`config.mk`:
```
export PLATFORM = sky130hd
export DESIGN_NAME = parking_gate_arbiter_flat
export DESIGN_NICKNAME = d
export VERILOG_FILES = /design/src/rtl/parking_gate_arbiter_if.sv /design/src/rtl/parking_gate_arbiter.sv /design/src/flat_wrapper.sv
export SDC_FILE = /design/constraint.sdc
export NUM_CORES = 1
export LEC_CHECK = 0
export ABC_AREA = 1
export BUFFER_PORTS_ARGS = -buffer_cell sky130_fd_sc_hd__buf_2
export CORE_MARGIN = 2
export CORE_UTILIZATION = 35
export CTS_CLUSTER_DIAMETER = 120
export DETAILED_ROUTE_END_ITERATION = 8
export PLACE_DENSITY = 0.52
export SLEW_MARGIN = 20
export SYNTH_ARGS = -nofsm -noshare
export SYNTH_HDL_FRONTEND = slang
export SYNTH_SLANG_ARGS = --single-unit
```
`constraint.sdc`:
```
create_clock -name clock -period 3.9 [get_ports clock]
set_input_delay 0 -clock clock [delete_from_list [all_inputs] [get_ports clock]]
set_output_delay 0 -clock clock [all_outputs]
set_load 0.05 [all_outputs]
```
`src/rtl/parking_gate_arbiter_if.sv`:
```
// Request/grant and occupancy-display bundle for the shared car park barrier.
// The master side is the entry/exit request logic together with the display
// logic that reads occupancy; the slave side is the arbiter.
interface parking_gate_arbiter_if #(
  parameter int NUM_SLOTS = 5
);
  logic                 entry_req;
  logic                 entry_ack;
  logic [2:0]           entry_slot;
  logic                 exit_req;
  logic [2:0]           exit_slot;
  logic                 exit_ack;
  logic                 exit_err;
  logic                 gate_open;
  logic [NUM_SLOTS-1:0] slots_available;
  logic [3:0]           free_count;
  logic                 full;

  modport master (
    output entry_req,
    output exit_req,
    output exit_slot,
    input  entry_ack,
    input  entry_slot,
    input  exit_ack,
    input  exit_err,
    input  gate_open,
    input  slots_available,
    input  free_count,
    input  full
  );

  modport slave (
    input  entry_req,
    input  exit_req,
    input  exit_slot,
    output entry_ack,
    output entry_slot,
    output exit_ack,
    output exit_err,
    output gate_open,
    output slots_available,
    output free_count,
    output full
  );
endinterface

```
`src/rtl/parking_gate_arbiter.sv`:
```
// Shared entry/exit barrier controller with slot pool.
// Entry and exit requests are arbitrated round-robin in IDLE only. An entry
// takes the lowest free slot and an exit frees the named slot. The barrier
// then stays raised for GATE_TICKS pulses of the 100 Hz tick. Every output is
// a register; the occupancy summary is computed from next-state occupancy so
// that it changes on the same edge as the occupancy itself.
module parking_gate_arbiter #(
  parameter int NUM_SLOTS  = 5,
  parameter int GATE_TICKS = 200
) (
  input  logic                   clock,
  input  logic                   rst_n,
  input  logic                   tick,
  parking_gate_arbiter_if.slave  bus
);

  typedef enum logic [1:0] {
    ST_IDLE       = 2'd0,
    ST_ENTRY_OPEN = 2'd1,
    ST_EXIT_OPEN  = 2'd2
  } gate_state_t;

  // Number of set bits in an occupancy vector.
  function automatic logic [3:0] popcount(input logic [NUM_SLOTS-1:0] vec);
    logic [3:0] cnt;
    cnt = 4'd0;
    for (int i = 0; i < NUM_SLOTS; i++) begin
      cnt = cnt + {3'd0, vec[i]};
    end
    return cnt;
  endfunction

  // Index of the lowest clear bit; only meaningful when one exists.
  function automatic logic [2:0] lowest_free(input logic [NUM_SLOTS-1:0] vec);
    logic [2:0] idx;
    idx = 3'd0;
    for (int i = NUM_SLOTS - 1; i >= 0; i--) begin
      if (!vec[i]) begin
        idx = 3'(i);
      end else begin
        idx = idx;
      end
    end
    return idx;
  endfunction

  gate_state_t          state_r, state_s;
  logic [NUM_SLOTS-1:0] occupied_r, occupied_s;
  logic [9:0]           timer_r, timer_s;
  logic                 last_grant_r, last_grant_s;
  logic [2:0]           entry_slot_r, entry_slot_s;
  logic                 entry_ack_r, entry_ack_s;
  logic                 exit_ack_r, exit_ack_s;
  logic                 exit_err_r, exit_err_s;
  logic                 gate_open_r, gate_open_s;
  logic [NUM_SLOTS-1:0] slots_available_r;
  logic [3:0]           free_count_r, free_count_s;
  logic                 full_r;

  logic                 exit_slot_occ_s;
  logic                 entry_elig_s;
  logic                 exit_elig_s;
  logic                 grant_entry_s;
  logic                 grant_exit_s;

  // Look up whether the named exit slot exists and is currently occupied.
  always_comb begin
    exit_slot_occ_s = 1'b0;
    for (int i = 0; i < NUM_SLOTS; i++) begin
      if (bus.exit_slot == 3'(i)) begin
        exit_slot_occ_s = occupied_r[i];
      end else begin
        exit_slot_occ_s = exit_slot_occ_s;
      end
    end
  end

  // Eligibility and round-robin tie break; last_grant_r = 1 means exit went last.
  always_comb begin
    entry_elig_s  = bus.entry_req && !full_r;
    exit_elig_s   = bus.exit_req && exit_slot_occ_s;
    grant_entry_s = 1'b0;
    grant_exit_s  = 1'b0;
    if (state_r == ST_IDLE) begin
      grant_entry_s = entry_elig_s && (!exit_elig_s || last_grant_r);
      grant_exit_s  = exit_elig_s && !grant_entry_s;
    end else begin
      grant_entry_s = 1'b0;
      grant_exit_s  = 1'b0;
    end
  end

  // Next-state and next-output logic for the barrier FSM.
  always_comb begin
    state_s      = state_r;
    occupied_s   = occupied_r;
    timer_s      = timer_r;
    last_grant_s = last_grant_r;
    entry_slot_s = entry_slot_r;
    gate_open_s  = gate_open_r;
    entry_ack_s  = 1'b0;
    exit_ack_s   = 1'b0;
    exit_err_s   = 1'b0;
    case (state_r)
      ST_IDLE: begin
        exit_err_s = bus.exit_req && !exit_elig_s;
        if (grant_entry_s) begin
          entry_slot_s = lowest_free(occupied_r);
          for (int i = 0; i < NUM_SLOTS; i++) begin
            if (entry_slot_s == 3'(i)) begin
              occupied_s[i] = 1'b1;
            end else begin
              occupied_s[i] = occupied_r[i];
            end
          end
          entry_ack_s  = 1'b1;
          gate_open_s  = 1'b1;
          timer_s      = 10'(GATE_TICKS);
          last_grant_s = 1'b0;
          state_s      = ST_ENTRY_OPEN;
        end else if (grant_exit_s) begin
          for (int i = 0; i < NUM_SLOTS; i++) begin
            if (bus.exit_slot == 3'(i)) begin
              occupied_s[i] = 1'b0;
            end else begin
              occupied_s[i] = occupied_r[i];
            end
          end
          exit_ack_s   = 1'b1;
          gate_open_s  = 1'b1;
          timer_s      = 10'(GATE_TICKS);
          last_grant_s = 1'b1;
          state_s      = ST_EXIT_OPEN;
        end else begin
          state_s = ST_IDLE;
        end
      end
      ST_ENTRY_OPEN, ST_EXIT_OPEN: begin
        // Requests are ignored while the barrier is raised.
        if (tick) begin
          if (timer_r == 10'd1) begin
            timer_s     = 10'd0;
            gate_open_s = 1'b0;
            state_s     = ST_IDLE;
          end else begin
            timer_s = timer_r - 10'd1;
          end
        end else begin
          timer_s = timer_r;
        end
      end
      default: begin
        state_s     = ST_IDLE;
        timer_s     = 10'd0;
        gate_open_s = 1'b0;
      end
    endcase
  end

  // Free-slot count of the occupancy that will be registered on this edge.
  always_comb begin
    free_count_s = 4'(NUM_SLOTS) - popcount(occupied_s);
  end

  // State, occupancy and registered outputs; reset also closes the gate.
  always_ff @(posedge clock) begin
    if (!rst_n) begin
      state_r           <= ST_IDLE;
      occupied_r        <= '0;
      timer_r           <= 10'd0;
      last_grant_r      <= 1'b1;
      entry_slot_r      <= 3'd0;
      entry_ack_r       <= 1'b0;
      exit_ack_r        <= 1'b0;
      exit_err_r        <= 1'b0;
      gate_open_r       <= 1'b0;
      slots_available_r <= '1;
      free_count_r      <= 4'(NUM_SLOTS);
      full_r            <= 1'b0;
    end else begin
      state_r           <= state_s;
      occupied_r        <= occupied_s;
      timer_r           <= timer_s;
      last_grant_r      <= last_grant_s;
      entry_slot_r      <= entry_slot_s;
      entry_ack_r       <= entry_ack_s;
      exit_ack_r        <= exit_ack_s;
      exit_err_r        <= exit_err_s;
      gate_open_r       <= gate_open_s;
      slots_available_r <= ~occupied_s;
      free_count_r      <= free_count_s;
      full_r            <= (free_count_s == 4'd0);
    end
  end

  assign bus.entry_ack       = entry_ack_r;
  assign bus.entry_slot      = entry_slot_r;
  assign bus.exit_ack        = exit_ack_r;
  assign bus.exit_err        = exit_err_r;
  assign bus.gate_open       = gate_open_r;
  assign bus.slots_available = slots_available_r;
  assign bus.free_count      = free_count_r;
  assign bus.full            = full_r;

endmodule

```
`src/flat_wrapper.sv`:
```
// flat-port wrapper written by rule: the top's interface ports become plain ports
module parking_gate_arbiter_flat 
#(
  parameter int NUM_SLOTS  = 5,
  parameter int GATE_TICKS = 200
)
  (clock, rst_n, tick, bus_entry_req, bus_exit_req, bus_exit_slot, bus_entry_ack, bus_entry_slot, bus_exit_ack, bus_exit_err, bus_gate_open, bus_slots_available, bus_free_count, bus_full);
  parking_gate_arbiter_if #(.NUM_SLOTS(NUM_SLOTS)) bus_i ();
  input  logic clock;
  input  logic rst_n;
  input  logic tick;
  input wire logic [$bits(bus_i.entry_req)-1:0] bus_entry_req;
  input wire logic [$bits(bus_i.exit_req)-1:0] bus_exit_req;
  input wire logic [$bits(bus_i.exit_slot)-1:0] bus_exit_slot;
  output wire logic [$bits(bus_i.entry_ack)-1:0] bus_entry_ack;
  output wire logic [$bits(bus_i.entry_slot)-1:0] bus_entry_slot;
  output wire logic [$bits(bus_i.exit_ack)-1:0] bus_exit_ack;
  output wire logic [$bits(bus_i.exit_err)-1:0] bus_exit_err;
  output wire logic [$bits(bus_i.gate_open)-1:0] bus_gate_open;
  output wire logic [$bits(bus_i.slots_available)-1:0] bus_slots_available;
  output wire logic [$bits(bus_i.free_count)-1:0] bus_free_count;
  output wire logic [$bits(bus_i.full)-1:0] bus_full;
  assign bus_i.entry_req = bus_entry_req;
  assign bus_i.exit_req = bus_exit_req;
  assign bus_i.exit_slot = bus_exit_slot;
  assign bus_entry_ack = bus_i.entry_ack;
  assign bus_entry_slot = bus_i.entry_slot;
  assign bus_exit_ack = bus_i.exit_ack;
  assign bus_exit_err = bus_i.exit_err;
  assign bus_gate_open = bus_i.gate_open;
  assign bus_slots_available = bus_i.slots_available;
  assign bus_free_count = bus_i.free_count;
  assign bus_full = bus_i.full;
  parking_gate_arbiter #(.NUM_SLOTS(NUM_SLOTS), .GATE_TICKS(GATE_TICKS)) u_core (.clock(clock), .rst_n(rst_n), .tick(tick), .bus(bus_i));
endmodule
```
==> results of run 1 <==
==> per-stage QoR <==
step / worst slack [ns] / cell area, µm² / power, W / util, %
after floorplan: 0.8276 / 1858 / 0.001136 / -
after global placement: 0.5903 / 2028 / 0.001284 / 39.71
after detailed placement: 0.5892 / 2028 / 0.001282 / 39.71
after CTS: 0.5735 / 2135 / 0.001607 / 41.79
after global routing: 0.2929 / 2135 / 0.001730 / 41.79
final: 0.5818 / 2135 / 0.001596 / 41.79
==> cells in the mapped netlist <==
cell type  count  area (µm²)
inv_2          3       11.26
o21ai_1        3       15.01
o21bai_2       1       11.26
o21ai_0        5       25.02
clkbuf_1       2       7.510
buf_6          1       11.26
nor4_1         5       31.28
buf_2          1       5.000
xor2_1         7       61.31
nand2_1       34       127.6
nand2_4        1       11.26
inv_1         39       146.4
a21oi_1       17       85.08
ha_1          11       137.6
nand3_4        1       17.52
nor2_4         1       11.26
nand3_1       25       125.1
a21oi_2        4       35.03
nand2_2        7       43.79
nand4_1        5       31.28
fa_1           1       20.02
clkbuf_8       1       13.76
or2_2          2       12.51
o211ai_1       2       15.01
xnor2_1        1       8.760
nor2_2         1       6.260
nor2_1        16       60.06
dfxtp_1       35       700.7
nor3_1         8       40.04
nand3_2        3       30.03
==> routing by layer <==
metal	GRT usage, %	wire [µm]	part of all wire [%]
met4	5.455	51	1.3
met2	21.75	1729	43
met5	0	0	0
met1	20.51	2126	52
met3	2.706	153	3.8
==> state kept, by name (all words and copies together), names as in the netlist <==
name,cells
u_core.bus.entry_slot,3
u_core.occupied_r,5
u_core.bus.free_count,4
u_core.bus.entry_ack,1
u_core.bus.exit_ack,1
u_core.bus.full,1
u_core.timer_r,10
u_core.last_grant_r,1
u_core.bus.gate_open,1
u_core.bus.slots_available,5
u_core.bus.exit_err,1
u_core.state_r,2
==> cells by family (layout without fill, tap and decap cells) <==
logic type / Yosys count / in the layout / synth area share, %
AND/OR/NAND/NOR: 109 / 109 / 29.50
buffers and inverters: 47 / 73 / 10.50
flip-flops: 35 / 35 / 37.71
AO/OA/AOI/OAI: 32 / 32 / 10.03
adder cells (fa/ha/maj): 12 / 12 / 8.485
XOR/XNOR: 8 / 8 / 3.771
==> cells in the final DEF (no fill, tap or decap) <==
cell,synthesis,layout
inv_1,39,39
dfxtp_1,35,35
nand2_1,34,34
nand3_1,25,25
buf_2,1,24
a21oi_1,17,17
nor2_1,16,16
ha_1,11,11
nor3_1,8,8
nand2_2,7,7
xor2_1,7,7
nand4_1,5,5
o21ai_0,5,5
nor4_1,5,5
clkbuf_8,1,5
a21oi_2,4,4
nand3_2,3,3
o21ai_1,3,3
inv_2,3,3
o211ai_1,2,2
or2_2,2,2
nor2_4,1,1
o21bai_2,1,1
nand3_4,1,1
nor2_2,1,1
nand2_4,1,1
xnor2_1,1,1
fa_1,1,1
clkinvlp_4,0,1
bufinv_16,0,1
==> worst min path at each step <==
stage                            start                            end  cells after the start
after floorplan                  rst_n  u_core.bus.slots_available[1]                      1
after CTS                 bus_exit_req            u_core.bus.exit_err                      3
final                     bus_exit_req            u_core.bus.exit_err                      3
after detailed placement  bus_exit_req            u_core.bus.exit_err                      3
after global placement    bus_exit_req            u_core.bus.exit_err                      3
after global routing      bus_exit_req            u_core.bus.exit_err                      3
==> power by group <==
group          total (W)  switching (W)  internal, W
Clock           0.000317       0.000130     0.000187
Sequential      0.000491      0.0000537     0.000437
Combinational   0.000789       0.000528     0.000261
Total            0.00160       0.000712     0.000884
==> cell type report <==
cell class                      instances  area, µm²  area share [%]
Clock buffer                            5      68.82           3.224
Clock inverter                          2      37.54           1.758
Inverter                               42      157.7           7.386
Multi-Input combinational cell        161      962.2           45.08
Sequential cell                        35      700.7           32.83
Tap cell                               70      87.58           4.103
Timing Repair Buffer                   24      120.1           5.627
==> worst reg2reg max path, delay by kind of cell (launching register included) <==
| kind | cells | cell delay (ns) |
|---|---|---|
| AO/OA/AOI/OAI | 3 | 0.46 |
| buffers and inverters | 3 | 0.17 |
| flip-flops | 1 | 0.35 |
| AND/OR/NAND/NOR | 5 | 0.77 |
| adder cells (fa/ha/maj) | 5 | 1.44 |
==> metrics.cfg, run 1 <==
[status]
outcome=completed

[grt]
overflow=0
grt_usage_pct=14.49
grt_pass1_wl_mm=6.803
grt_max_degree=17
antenna_found_initial=0
grt_pass1_vias=1436

[clock_network]
cts_buffers=5
post_cts_buffers=0
clk_latency_ns=0.28
clk_pin_slew_ns=0.07
cts_resized=0
root_buffer=clkbuf_8
cts.sinks=35
post_cts_hold_buffer_count=0
htreeDepth=2
ctsLongestPathBuffers=2
cts_tree=yes

[die]
coreArea_mm2=0.005107
dieArea_mm2=0.005907
start_util_pct=36.38
die_width_um=76.86
ios=25
fp-row-count=26
die_y_um=76.86

[placement]
numPortBuffers=24
dp_hpwl_mm=2.924
gp_congestion=0.8856
place_inst=332

[final_layout]
drive_gt1_share_pct=20.45
final_cells=339
n_fill_cell=555
diodes=0
area_growth_pct=14.88
nNetsFinal=289

[setup_path]
crit_chain=inv_1 -> o21ai_0 -> inv_1 -> nand2_2 -> nand3_2 -> a21oi_2 -> nand2_2 -> o21ai_1 -> nand2_1 -> ha_1 -> ha_1 -> inv_1 -> ha_1 -> ha_1 -> fa_1 -> or2_2
critPathArrivalTime_ns=3.49
startpoint_type=register
critPathCaptureType=register
r2r_cells=16
path_depth=16
path_buf_inv=3
cpMaxStageDelayCell=fa_1
crit_path_max_incr_delay_ns=0.45
worst_path_most_repeated_cell=ha_1
r2r_setup_slack_ns=0.58
worstPathMaxFanout=7
crit_start=u_core.occupied_r[3]
r2r-start=u_core.occupied_r[3]
required_ns=4.07
criticalPathCategory=register to register
cp-endpoint=u_core.bus.free_count[2]
critPathTopFamily=adder cells
r2r-end=u_core.bus.free_count[2]

[route]
wl_per_cell_um=11.98
drt_iter0_drc=107
drtPass1Iterations=4
routed_via_density=4.640
ant_nets=0
wirelength_mm=4.060
dr_total_vias=1573
drc=0

[yosys]
syn_area_mm2=0.001858
synth_seq_cells=35
synth.distinct_cells=30
yosysWarnings=0
synth-seq-area-share_pct=37.71
syn_nets=263
synth_cells=243
syn_avg_cell_area_um2=7.646

[sta]
tns_ns=0
final_hold_viol_count=0
setup_viol=0
finalClockSkew_ns=0.005069
tightestPinTransition_ns=0.6135
fin_crit_sh_pct=85.08
hold_ws_ns=0.01923
fmax_mhz=301.4
rsz0062_at_grt=false
drv_slew=0
relSlewSlack_pct=58.79
period_minus_slack_ns=3.318

[hold_path]
hp-class=primary input to register

[pwr]
ir_drop_v=0.0003187
p_leak_nw=1.000
powerDensity_mw_per_mm2=747.9

[job]
cap_violations=0

Power figures use the tool's default switching activity.
==> run 2: changes to the inputs <==
Settings changed: CORE_UTILIZATION 35 to 57, PLACE_DENSITY 0.52 to 0.78.
==> run 2 against run 1 <==
  * Combinational power is 1% lower
  * Global-route usage grew 9.3 points
  * Final area decreased by 3.7%
  * Utilization rose by 25 points
  * Cell count decreased by 7.1%
  * Die area decreased by 37%
  * Critical path depth unchanged
  * Routed wire length fell by 4.9%
  * Critical path type unchanged
  * Largest cell class unchanged
==> metrics.cfg, run 2 (synthesis results as in run 1) <==
[route]
routed.top_layer=met4
dr_total_vias=1635
ant_nets=0
met3_length_um=252
wl_met1_mm=1.910
wirelength_mm=3.862
wl_per_cell_um=12.26
drt_iter0_drc=89
routed_via_density=5.190
drc=0
drtPass1Iterations=4
wl_met2_mm=1.659

[setup_path]
crit_path_max_incr_delay_ns=0.44
cpMaxStageDelayCell=fa_1
worst_path_most_repeated_cell=ha_1
startpoint_type=register
r2r_setup_slack_ns=0.55
worstPathMaxFanout=7
r2r-start=u_core.occupied_r[3]
r2r_cells=16
cp-endpoint=u_core.bus.free_count[2]
criticalPathCategory=register to register
critPathCaptureType=register
critPathTopFamily=adder cells
path_depth=16
required_ns=4.13
critPathArrivalTime_ns=3.58
crit_start=u_core.occupied_r[3]
r2r-end=u_core.bus.free_count[2]
path_buf_inv=3
crit_chain=inv_1 -> o21ai_0 -> inv_1 -> nand2_2 -> nand3_2 -> a21oi_2 -> nand2_2 -> o21ai_1 -> nand2_1 -> ha_1 -> ha_1 -> inv_1 -> ha_1 -> ha_1 -> fa_1 -> or2_2

[final_layout]
final_cell_mix=inv_1 (39), dfxtp_1 (35), nand2_1 (34), nand3_1 (25), buf_2 (24)
diodes=0
largest_register_ffs=10
area_growth_pct=10.64
drive_gt1_share_pct=19.93
fin_util_pct=66.79
nNetsFinal=290
layout_commonest_cell=inv_1
largest_register=u_core.timer_r

[sta]
tightestPinTransition_ns=0.5376
hold_ws_ns=0.03611
fin_crit_sh_pct=85.97
relSlewSlack_pct=63.88
drv_slew=0
fmax_mhz=298.3
tns_ns=0
final_hold_viol_count=0
rsz0062_at_grt=false
finalClockSkew_ns=0.008322
setup_viol=0
period_minus_slack_ns=3.353

[clock_network]
post_cts_hold_buffer_count=1
root_buffer=clkbuf_4
clk_pin_slew_ns=0.10
post_cts_buffers=0
cts.sinks=35
clk_latency_ns=0.34
cts_buffers=5
ctsLongestPathBuffers=2
cts_resized=0
htreeDepth=2
cts_tree=yes

[placement]
gp_congestion=0.8913
numPortBuffers=24
dp_hpwl_mm=2.822

[grt]
overflow=0
antenna_found_initial=0
grt_usage_pct=23.83
grt_pass1_wl_mm=6.596
grt_pass1_vias=1517
grt_max_degree=17

[die]
ios=25
start_util_pct=60.37
die_y_um=61.10
coreArea_mm2=0.003078
fp-row-count=20
die_width_um=61.10
dieArea_mm2=0.003733

[status]
outcome=completed

[hold_path]
hold_depth=2
hp-class=primary input to register

[job]
cap_violations=0

[pwr]
ir_drop_v=0.0004424
p_leak_nw=0.9836
finalPower_w=0.001460
powerDensity_mw_per_mm2=710.3

run 2: cell count changes in the layout (fill, tap and decap cells not counted), sizes merged:
cell	delta
clkbuf	+2
dlygate4sd3	+1
clkinv	+1
clkinvlp	-1
bufinv	-1
run 2: worst min path at each step:
| stage | start | endpoint | slack (ns) |
|---|---|---|---|
| floorplan | rst_n | u_core.bus.slots_available[1] | 0.11 |
| global placement | bus_exit_req | u_core.bus.exit_err | 0.30 |
| detailed placement | bus_exit_req | u_core.bus.exit_err | 0.32 |
| CTS | rst_n | u_core.bus.slots_available[3] | 0.03 |
| global route | rst_n | u_core.bus.slots_available[3] | 0.03 |
| finish | rst_n | u_core.bus.slots_available[3] | 0.04 |
run 2: area by class of cell:
type | count | area (µm²)
Fill cell | 283 | 1022
Multi-Input combinational cell | 161 | 962.2
Sequential cell | 35 | 700.7
Inverter | 42 | 157.7
Timing Repair Buffer | 25 | 130.1
Tap cell | 44 | 55.05
Clock buffer | 7 | 45.04
Clock inverter | 1 | 5.005
run 2: per-stage QoR:
stage | setup slack (ns) | std cells | instance area [µm²]
after floorplan | 0.8276 | 243 | 1858
after global placement | 0.5990 | 306 | 1996
after detailed placement | 0.5788 | 306 | 1996
after CTS | 0.5685 | 315 | 2056
after global routing | 0.3155 | 315 | 2056
final | 0.5474 | 315 | 2056
run 2: report_power, final:
part | switching (W) | internal [W] | total [W]
clock | 0.000118 | 0.0000702 | 0.000188
combinational | 0.000519 | 0.000261 | 0.000780
sequential | 0.0000556 | 0.000436 | 0.000492
run 2: layer usage:
layer | global-route usage, % | up-vias
met5 | 0 | -
met4 | 6.522 | 0
met3 | 7.143 | 4
met2 | 35.71 | 49
met1 | 33.46 | 742
li1 | - | 840
==> run 3: changes to the inputs <==
Settings changed: REMOVE_ABC_BUFFERS set to 1.
==> run 3 against run 2 <==
  * Critical path type unchanged
  * Maximum frequency rose by 3.0%
  * Critical endpoint unchanged
  * Count of clock-buffer cells in the layout did not move
  * Worst setup slack improved by 0.098 ns
  * Largest power group unchanged
  * Sequential power barely moved
==> metrics.cfg, run 3 (synthesis results as in run 1) <==
[status]
outcome=completed

[sta]
finalClockSkew_ns=0.01286
rsz0062_at_grt=false
hold_ws_ns=0.03452
fmax_mhz=307.2
drv_slew=0
fin_crit_sh_pct=83.46
relSlewSlack_pct=64.03
setup_viol=0
period_minus_slack_ns=3.255
tns_ns=0
final_hold_viol_count=0
tightestPinTransition_ns=0.5355

[clock_network]
cts.sinks=35
ctsLongestPathBuffers=2
cts_tree=yes
cts_buffers=5
clk_latency_ns=0.34
clk_pin_slew_ns=0.09
htreeDepth=2
root_buffer=clkbuf_4

[final_layout]
fin_util_pct=66.79
area_growth_pct=10.64
nNetsFinal=290
largest_register=u_core.timer_r
final_cells=315
largest_register_ffs=10
drive_gt1_share_pct=19.93
diodes=0
n_fill_cell=298
final_cell_mix=inv_1 (39), dfxtp_1 (35), nand2_1 (34), nand3_1 (25), buf_2 (24)
layout_commonest_cell=inv_1

[setup_path]
r2r_cells=16
required_ns=4.12
r2r-end=u_core.bus.free_count[2]
startpoint_type=register
cp-endpoint=u_core.bus.free_count[2]
criticalPathCategory=register to register
crit_start=u_core.occupied_r[0]
r2r-start=u_core.occupied_r[0]
r2r_setup_slack_ns=0.65
worstPathMaxFanout=7
critPathCaptureType=register
critPathArrivalTime_ns=3.48

[die]
ios=25
die_width_um=61.10
coreArea_mm2=0.003078
die_y_um=61.10
fp-row-count=20
start_util_pct=60.37
dieArea_mm2=0.003733

[grt]
overflow=0
antenna_found_initial=0
grt_max_degree=17
grt_usage_pct=23.15
grt_pass1_vias=1459
grt_pass1_wl_mm=6.272

[pwr]
p_comb_share_pct=53.6
sw_frac_of_total_pct=46.91
p_switching_w=0.0006788
ir_drop_v=0.0004873
powerDensity_mw_per_mm2=703.9
power.internal_w=0.0007681
seq_power_share_pct=33.8
p_leak_nw=0.9836
pwr-share-clk_pct=12.6

[job]
cap_violations=0

[placement]
dp_hpwl_mm=2.659
place_inst=306
numPortBuffers=24
gp_congestion=0.8581

[route]
wl_per_cell_um=11.43
ant_nets=0
drc=0
drtPass1Iterations=4
drt_iter0_drc=71
dr_total_vias=1609
routed_via_density=5.108
wirelength_mm=3.602

[hold_path]
hp-class=primary input to register

## run 3: cell counts in the layout (fill, tap and decap cells not counted)
No cell type changed its count.
## run 3: layout make-up
type / instances / area, µm² / share of cell area [%]
Clock inverter: 1 / 5.005 / 0.2435
Timing Repair Buffer: 25 / 130.1 / 6.330
Sequential cell: 35 / 700.7 / 34.08
Inverter: 42 / 157.7 / 7.669
Tap cell: 44 / 55.05 / 2.678
Multi-Input combinational cell: 161 / 962.2 / 46.80
Clock buffer: 7 / 45.04 / 2.191
## run 3: power groups by stage
stage	clock network (W)	registers [W]	logic, W
after floorplan	0	0.000578	0.000542
after global placement	0	0.000496	0.000756
after detailed placement	0	0.000496	0.000771
after CTS	0.000188	0.000489	0.000774
after global routing	0.000205	0.000501	0.000886
final	0.000182	0.000490	0.000776
## run 3: worst max-delay path: stages (launching register included)
cell and delay (ns):
dfxtp_1 0.40, nand3_1 0.10, nand3_1 0.09, nand2_1 0.06, nand2_2 0.08, nand3_2 0.10
a21oi_2 0.16, nand2_2 0.14, o21ai_1 0.15, nand2_1 0.12, ha_1 0.22, ha_1 0.27
inv_1 0.04, ha_1 0.29, ha_1 0.21, fa_1 0.44, or2_2 0.29
## run 3: how the worst min path moves through the flow
stage                            start                       endpoint  slack, ns  cells after the start
after floorplan                  rst_n  u_core.bus.slots_available[4]       0.09                      1
after global placement    bus_exit_req            u_core.bus.exit_err       0.31                      3
after detailed placement  bus_exit_req            u_core.bus.exit_err       0.31                      3
after CTS                        rst_n  u_core.bus.slots_available[3]       0.03                      2
after global routing             rst_n  u_core.bus.slots_available[0]       0.04                      2
final                            rst_n  u_core.bus.slots_available[3]       0.03                      2
## run 3: per-layer routing
layer / share of wire, % / routed length [µm] / track usage, %
met4: 1.0 / 36 / 10.87
met5: 0 / 0 / 0
met1: 52 / 1865 / 33.60
met3: 5.6 / 201 / 5.882
met2: 42 / 1498 / 32.07
## run 3: stage by stage
step | setup WS [ns] | power [W] | area (µm²)
final | 0.6451 | 0.001447 | 2056
after global routing | 0.4193 | 0.001591 | 2056
after CTS | 0.6541 | 0.001452 | 2056
after detailed placement | 0.6554 | 0.001267 | 1996
after global placement | 0.6743 | 0.001253 | 1996
after floorplan | 0.8276 | 0.001121 | 1821
## run 3: what timing repair did
action                    4_1_cts  5_1_grt
gates resized for setup         0        0
buffers inserted                0        0
hold buffers                    1        0
hold endpoints to repair        1        0
